File: src/rtl/finger_pkg.sv
// Shared types and constants for the finger-sum accumulator.
package finger_pkg;

  typedef enum logic [1:0] {
    WAIT_NEUTRAL = 2'd0,
    WAIT_SIGN    = 2'd1,
    OUTPUT       = 2'd2
  } state_t;

  localparam logic [3:0] NEUTRAL_CODE   = 4'd0;
  localparam logic [3:0] MAX_VALID_CODE = 4'd10;

  // Codes above MAX_VALID_CODE come from a misbehaving converter
  function automatic logic is_legal(input logic [3:0] code);
    return code <= MAX_VALID_CODE;
  endfunction

endpackage

File: src/rtl/finger_debounce.sv
// Run-length debouncer: pulses once when a legal sample has been held
// for STABLE_CYCLES consecutive cycles.
module finger_debounce #(
  parameter int W             = 4,
  parameter int STABLE_CYCLES = 4
) (
  input  logic         clk,
  input  logic         reset,
  input  logic         restart,
  input  logic [W-1:0] sample,
  input  logic         legal,
  output logic         stable,
  output logic [W-1:0] value
);

  localparam int RW = $clog2(STABLE_CYCLES + 1);
  localparam logic [RW-1:0] RUN_MAX = RW'(STABLE_CYCLES);

  logic [W-1:0]  prev_q;
  logic [RW-1:0] run_q;
  logic [RW-1:0] run_d;

  // Run length including the current sample; illegal samples pin it at zero
  always_comb begin
    run_d = '0;
    if (!legal) begin
      run_d = '0;
    end else if (sample == prev_q) begin
      run_d = (run_q >= RUN_MAX) ? RUN_MAX : run_q + RW'(1);
    end else begin
      run_d = RW'(1);
    end
  end

  // Remember last sample and run length; restart forgets all history
  always_ff @(posedge clk) begin
    if (reset || restart) begin
      prev_q <= '0;
      run_q  <= '0;
    end else begin
      prev_q <= sample;
      run_q  <= run_d;
    end
  end

  assign stable = (run_d == RUN_MAX) && (run_q != RUN_MAX);
  assign value  = sample;

endmodule

File: src/rtl/finger_sum_accumulator.sv
// Accumulates debounced hand-sign counts into a saturating sum and
// delivers it over a valid/ready handshake.
module finger_sum_accumulator
  import finger_pkg::*;
#(
  parameter int STABLE_CYCLES = 4,
  parameter int SUM_W         = 8,
  parameter int MAX_TERMS     = 8
) (
  input  logic             clk,
  input  logic             reset,
  input  logic [3:0]       n,
  input  logic             done,
  input  logic             clear,
  output logic             sum_valid,
  input  logic             sum_ready,
  output logic [SUM_W-1:0] sum,
  output logic [3:0]       term_count,
  output logic             overflow,
  output logic             bad_code
);

  localparam int EW = SUM_W + 1;
  localparam logic [SUM_W:0] SUM_MAX_EXT = {1'b0, {SUM_W{1'b1}}};
  localparam logic [3:0]     TERM_LIMIT  = 4'(MAX_TERMS);

  state_t           state_q, state_d;
  logic [SUM_W-1:0] sum_q, sum_d;
  logic [3:0]       term_q, term_d, term_inc;
  logic             ovf_q, ovf_d;
  logic             bad_q, bad_d;
  logic             valid_q, valid_d;
  logic             handshake;
  logic             commit;
  logic             illegal;
  logic             deb_stable;
  logic [3:0]       deb_value;
  logic [SUM_W:0]   n_ext;
  logic [SUM_W:0]   add_ext;
  logic             add_over;

  assign illegal = !is_legal(n);

  finger_debounce #(
    .W             (4),
    .STABLE_CYCLES (STABLE_CYCLES)
  ) u_debounce (
    .clk     (clk),
    .reset   (reset),
    .restart (clear | handshake),
    .sample  (n),
    .legal   (!illegal),
    .stable  (deb_stable),
    .value   (deb_value)
  );

  // Saturating add of the widened count onto the running sum
  always_comb begin
    n_ext    = EW'(n);
    add_ext  = {1'b0, sum_q} + n_ext;
    add_over = add_ext > SUM_MAX_EXT;
    term_inc = term_q + 4'd1;
    commit   = (state_q == WAIT_SIGN) && deb_stable &&
               (deb_value != NEUTRAL_CODE) && is_legal(deb_value);
  end

  // Next-state and datapath update; a commit lands before any delivery
  always_comb begin
    state_d   = state_q;
    sum_d     = sum_q;
    term_d    = term_q;
    ovf_d     = ovf_q;
    bad_d     = bad_q | illegal;
    valid_d   = valid_q;
    handshake = 1'b0;
    case (state_q)
      WAIT_NEUTRAL: begin
        if (done) begin
          state_d = OUTPUT;
          valid_d = 1'b1;
        end else if (deb_stable && deb_value == NEUTRAL_CODE) begin
          state_d = WAIT_SIGN;
        end
      end
      WAIT_SIGN: begin
        if (commit) begin
          sum_d   = add_over ? SUM_MAX_EXT[SUM_W-1:0] : add_ext[SUM_W-1:0];
          ovf_d   = ovf_q | add_over;
          term_d  = term_inc;
          state_d = WAIT_NEUTRAL;
        end
        if (done || (commit && term_inc == TERM_LIMIT)) begin
          state_d = OUTPUT;
          valid_d = 1'b1;
        end
      end
      OUTPUT: begin
        if (valid_q && sum_ready) begin
          sum_d     = '0;
          term_d    = '0;
          ovf_d     = 1'b0;
          bad_d     = 1'b0;
          valid_d   = 1'b0;
          state_d   = WAIT_NEUTRAL;
          handshake = 1'b1;
        end
      end
      default: begin
        state_d = WAIT_NEUTRAL;
      end
    endcase
  end

  // State register; clear behaves like reset
  always_ff @(posedge clk) begin
    if (reset || clear) begin
      state_q <= WAIT_NEUTRAL;
      sum_q   <= '0;
      term_q  <= '0;
      ovf_q   <= 1'b0;
      bad_q   <= 1'b0;
      valid_q <= 1'b0;
    end else begin
      state_q <= state_d;
      sum_q   <= sum_d;
      term_q  <= term_d;
      ovf_q   <= ovf_d;
      bad_q   <= bad_d;
      valid_q <= valid_d;
    end
  end

  assign sum_valid  = valid_q;
  assign sum        = sum_q;
  assign term_count = term_q;
  assign overflow   = ovf_q;
  assign bad_code   = bad_q;

endmodule

File: config.mk
export PLATFORM = sky130hd
export DESIGN_NAME = finger_sum_accumulator
export DESIGN_NICKNAME = d
export VERILOG_FILES = /design/src/rtl/finger_pkg.sv /design/src/rtl/finger_debounce.sv /design/src/rtl/finger_sum_accumulator.sv
export SDC_FILE = /design/constraint.sdc
export NUM_CORES = 1
export LEC_CHECK = 0
export ABC_AREA = 1
export CAP_MARGIN = 40
export CORE_MARGIN = 5
export CORE_UTILIZATION = 42
export DETAILED_ROUTE_END_ITERATION = 8
export PLACE_DENSITY = 0.7
export SYNTH_ARGS = -nofsm -noshare
export SYNTH_HDL_FRONTEND = slang
export SYNTH_HIERARCHICAL = 1
export SYNTH_SLANG_ARGS = --single-unit
File: constraint.sdc
create_clock -name clk -period 5.7 [get_ports clk]
set_input_delay 1.425 -clock clk [delete_from_list [all_inputs] [get_ports clk]]
set_output_delay 1.425 -clock clk [all_outputs]
set_load 0.05 [all_outputs]
==> flow_summary.toml, run 1 <==
[setup_path]
setup.worst_path.end_class = "register"
cp.required_ns = 5.90
setup.worst_path.start_class = "primary input"
regToRegStartpoint = "u_debounce/run_q[0]$_SDFF_PP0_"
cp.arrival_ns = 3.89
crit_start = "n[0]"
criticalPathCategory = "primary input to register"
path_max_fanout = 13

[route]
wl_per_cell_microns = 10.7
vias = 1396
drc = 0
routed_wl_microns = 3210
avgViaCountPerCell = 4.64
drt-initial-drc-count = 56
drt_first_pass_iters = 4
ant_nets = 0

[synthesis]
netlist-cell-type-count = 31
yosysWarnings = 6
syn-cell-area_sq_um = 1540
yosysTopAreaCell = "dfxtp_1"
synth_seq_cells = 24
syn_area_per_cell_sq_um = 6.64
yosys-top-cells-area = "dfxtp_1, nand2_1, inv_1, ha_1, a21oi_1"
syn_inst = 232
synth.net_count = 250
yosysSeqAreaShare = 0.312
yosysTopAreaCellShare = 0.312

[cells_and_area]
insertedDiodeCount = 0
drive_gt1_frac = 0.107
syn2layout_area_growth_pct = 19.5
fillCellCount = 380
fin_nets = 272

[clock_tree]
cts_buffers = 3
post_cts_resized = 0
worstSkewPairLatency_ns = 0.26
htree_levels = 1
cts.clk_slew.worst_paths_ns = 0.08
cts_tree = "yes"
cts_sinks = 24
cts-root-buf = "clkbuf_8"
cts_setup_buffers = 0
cts_max_path_buffers = 2
cts_hold_buf = 0

[placed_design]
gp_congestion = 0.769
io_buffers = 23
hpwlAfterDp_microns = 2510

[timing]
min_period_ns = 3.69
worst_clock_skew_ns = 0.00202
slew_headroom = 0.666
post-route-period-util = 0.647
drv_slew = 0
worstMarginPinSlew_ns = 0.500
rsz0062_at_grt = "no"
whs_ns = 0.463
finalSetupViolations = 0
setup-tns-final_ns = 0
hold_viol = 0
fmax_mhz = 271

[status]
status = "complete, no violations"

[global_routing]
use_met2 = 0.239
grt_util_met1 = 0.182
antenna_found_initial = 0
met3_usage = 0.0398
grt.total_usage = 0.142
grt_pass1_wl_microns = 5830
grt_overflow = 0
grt_pass1_vias = 1318
top_usage_layer = "met2"
grt_max_degree = 14

[die]
die_height_microns = 70.6
core_area_sq_um = 3610
die-area_sq_um = 4980
rows = 22
initial_core_util = 0.427
dieWidth_microns = 70.6
ios = 24

[power_and_ir_drop]
power.density_nw_per_um2 = 179
ir_drop_v = 0.000137
p_leak_nw = 0.764

[min_path]
min_from = "bad_code$_SDFF_PP0_"
min_path_type = "register to register"

[job]
max_cap_viol_count = 0
[through the flow]
step                total power [mW]   util  setup WS (ns)  std cells  cell area [sq um]
floorplan                      0.206      -           2.72        232               1540
global placement               0.218  0.495           1.83        297               1790
detailed placement             0.219  0.495           1.72        297               1790
CTS                            0.337  0.511           1.98        301               1840
global route                   0.350  0.511           1.69        301               1840
finish                         0.331  0.511           2.01        301               1840
[worst max-delay path, cell delays in order]
cell and delay [ns]:
clkdlybuf4s50_1 0.53, nand2_1 0.12, inv_1 0.04, o21ai_0 0.39, o21a_1 0.21, nand4_1 0.11
nor2_2 0.13, inv_1 0.07, nor2_4 0.12, nand2_2 0.07, nor2_4 0.29, nand3_1 0.15
nand2_1 0.08, nand2_1 0.05, a21oi_1 0.11
[final cells by class]
type	count	area [sq um]	area share
timing repair buffer	23	230	0.125
multi-input combinational	163	870	0.472
inverter	39	146	0.0795
tap	48	60.1	0.0326
sequential	24	480	0.261
clock buffer	4	55.1	0.0299
[synth_stat cells, drive strengths merged]
| library cell | n |
|---|---|
| o21ai | 9 |
| xor2 | 1 |
| o21a | 1 |
| inv | 38 |
| xnor2 | 1 |
| nor2 | 27 |
| a21oi | 19 |
| nand3b | 2 |
| fa | 1 |
| or2 | 2 |
| nor3 | 3 |
| clkbuf | 1 |
| nand4 | 1 |
| clkinv | 1 |
| ha | 8 |
| o21bai | 1 |
| buf | 5 |
| nand2 | 72 |
| nor3b | 1 |
| nand3 | 14 |
| dfxtp | 24 |
[logic make-up (layout without fill, tap and decap cells)]
kind of cell             count (synthesis)  after routing  share of synthesized area
flip-flops                              24             24                      0.312
adder cells (fa/ha/maj)                  9              9                     0.0779
AO/OA/AOI/OAI                           30             30                      0.103
AND/OR/NAND/NOR                        122            122                      0.372
buffers and inverters                   45             66                      0.124
XOR/XNOR                                 2              2                     0.0114
[state kept, by name, summed over array words and instances (netlist names)]
name	cells
bad_code	1
u_debounce/run_q	3
sum	8
term_count	4
sum_valid	1
overflow	1
u_debounce/prev_q	4
state_q	2
[worst paths after layout]
kind / cells after the start / slack (ns) / endpoint
max: 15 / 2.01 / sum_valid$_SDFFE_PP0P_
min: 2 / 0.46 / bad_code$_SDFF_PP0_
max reg2reg: 15 / 3.55 / sum_valid$_SDFFE_PP0P_
min reg2reg: 2 / 0.46 / bad_code$_SDFF_PP0_
[layout by cell type, fill, tap and decap left out, drive strengths merged]
| master | netlist | final |
|---|---|---|
| a21oi | 19 | 19 |
| clkbuf | 1 | 4 |
| clkdlybuf4s50 | 0 | 23 |
| clkinv | 1 | 1 |
| dfxtp | 24 | 24 |
| fa | 1 | 1 |
| ha | 8 | 8 |
| inv | 38 | 38 |
| nand2 | 72 | 72 |
| nand3 | 14 | 14 |
| nand3b | 2 | 2 |
| nand4 | 1 | 1 |
| nor2 | 27 | 27 |
| nor3 | 3 | 3 |
| nor3b | 1 | 1 |
| o21a | 1 | 1 |
| o21ai | 9 | 9 |
| o21bai | 1 | 1 |
| or2 | 2 | 2 |
| xnor2 | 1 | 1 |
| xor2 | 1 | 1 |
[power by group]
part	internal [mW]	leakage, nW	total [mW]	switching [mW]
clock	0.0617	0.0288	0.116	0.0543
sequential	0.170	0.195	0.172	0.00196
combinational	0.0162	0.540	0.0422	0.0260
[layer usage]
metal	up-vias	routed length, microns
met5	-	0
met4	0	27
met3	4	112
met2	18	1500
met1	617	1580
li1	757	-
Power figures use the tool's default switching activity.
==> run 2: changes to the inputs <==
clock period = 3.7 ns   (was 5.7 ns; I/O delays follow)
==> flow_summary.toml, run 2 (synthesis gave the netlist of run 1 again) <==
[cells_and_area]
syn2layout_area_growth_pct = 20.5
regArea_sq_um = 480
insertedDiodeCount = 0
final_common_cell = "nand2_1"
multi_input_area_sq_um = 870
drive_gt1_frac = 0.114
fillCellCount = 356
fin_nets = 274
mostFrequentLayoutCells = "nand2_1, inv_1, dfxtp_1"
largest_reg_flops = 8

[global_routing]
grt_pass1_wl_microns = 5600
antenna_found_initial = 0
grt_overflow = 0
use_met2 = 0.221
top_usage_layer = "met2"
grt_pass1_vias = 1281
grt.total_usage = 0.137
met3_usage = 0.0398
grt_max_degree = 14
grt_util_met1 = 0.182

[clock_tree]
cts.clk_slew.worst_paths_ns = 0.09
post_cts_resized = 0
cts_hold_buf = 0
cts_sinks = 24
cts_buffers = 3
htree_levels = 1
cts_setup_buffers = 0
cts_tree = "yes"
cts-root-buf = "clkbuf_8"
worstSkewPairLatency_ns = 0.27
cts_max_path_buffers = 2

[route]
ant_nets = 0
routed_wl_microns = 3240
drt_first_pass_iters = 4
vias = 1419
drt-initial-drc-count = 74
wl_per_cell_microns = 10.7
drc = 0
avgViaCountPerCell = 4.68

[setup_path]
cp.required_ns = 3.91
criticalPathCategory = "primary input to register"
setup.worst_path.start_class = "primary input"
setup.worst_path.end_class = "register"
cp.arrival_ns = 3.29
path_max_fanout = 13

[placed_design]
io_buffers = 23
gp_congestion = 0.780
place_ws_ns = 0.338
hpwlAfterDp_microns = 2500

[timing]
worst_clock_skew_ns = 0.00381
worstMarginPinSlew_ns = 0.500
rsz0062_at_grt = "no"
hold_viol = 0
post-route-period-util = 0.833
finalWorstSetupSlack_ns = 0.618
min_period_ns = 3.08
slew_headroom = 0.665
finalSetupViolations = 0
setup-tns-final_ns = 0
drv_slew = 0
fmax_mhz = 324

[power_and_ir_drop]
p_leak_nw = 0.773
ir_drop_v = 0.000197
power.density_nw_per_um2 = 278

[die]
rows = 22
die_height_microns = 70.6
ios = 24
die-area_sq_um = 4980
core_area_sq_um = 3610
initial_core_util = 0.427
dieWidth_microns = 70.6

[min_path]
min_path_type = "register to register"

[status]
status = "complete, no violations"

[job]
max_cap_viol_count = 0
run 2: cell types whose count changed in the layout (fill, tap and decap cells not counted), sizes merged:
cell and change:
buf +2
run 2: final cells by class:
| cell class | count | area share |
|---|---|---|
| Clock buffer | 4 | 0.0296 |
| Inverter | 39 | 0.0788 |
| Multi-Input combinational cell | 163 | 0.468 |
| Sequential cell | 24 | 0.259 |
| Tap cell | 48 | 0.0323 |
| Timing Repair Buffer | 25 | 0.132 |
run 2: report_power, final:
group / total [mW] / internal [mW] / switching [mW]
Combinational: 0.0664 / 0.0264 / 0.0400
Sequential: 0.266 / 0.263 / 0.00303
Clock: 0.184 / 0.0951 / 0.0887
Total: 0.516 / 0.384 / 0.132
run 2: path summary, 6_finish.rpt:
path	cells past startpoint	startpoint	to	slack, ns
setup / recovery	13	n[2]	state_q[1]$_SDFFE_PP0P_	0.62
hold / removal	2	bad_code$_SDFF_PP0_	bad_code$_SDFF_PP0_	0.47
setup reg to reg	15	u_debounce/run_q[0]$_SDFF_PP0_	state_q[1]$_SDFFE_PP0P_	1.53
hold reg to reg	2	bad_code$_SDFF_PP0_	bad_code$_SDFF_PP0_	0.47
run 2: through the flow:
step / cells / instance area, sq um / hold slack, ns / utilization / power [mW]
finish: 303 / 1860 / 0.466 / 0.515 / 0.516
global route: 303 / 1860 / 0.493 / 0.515 / 0.548
CTS: 303 / 1860 / 0.470 / 0.515 / 0.524
detailed placement: 299 / 1800 / 0.456 / 0.500 / 0.338
global placement: 299 / 1800 / 0.459 / 0.500 / 0.338
floorplan: 232 / 1540 / 0.493 / - / 0.318
run 2: worst max-delay path, cell delays in order:
cell	delay, ns
clkdlybuf4s50_1	0.52
o21ai_0	0.46
o21a_1	0.21
nand4_1	0.11
nor2_2	0.13
inv_1	0.07
nor2_4	0.12
nand2_2	0.07
nor2_4	0.28
nand3_1	0.15
nand2_1	0.08
nand2_1	0.04
a21oi_1	0.12
run 2: layer usage:
metal	up-vias	wire, microns
li1	762	-
met1	627	1560
met2	28	1500
met3	2	145
met4	0	23
met5	-	0
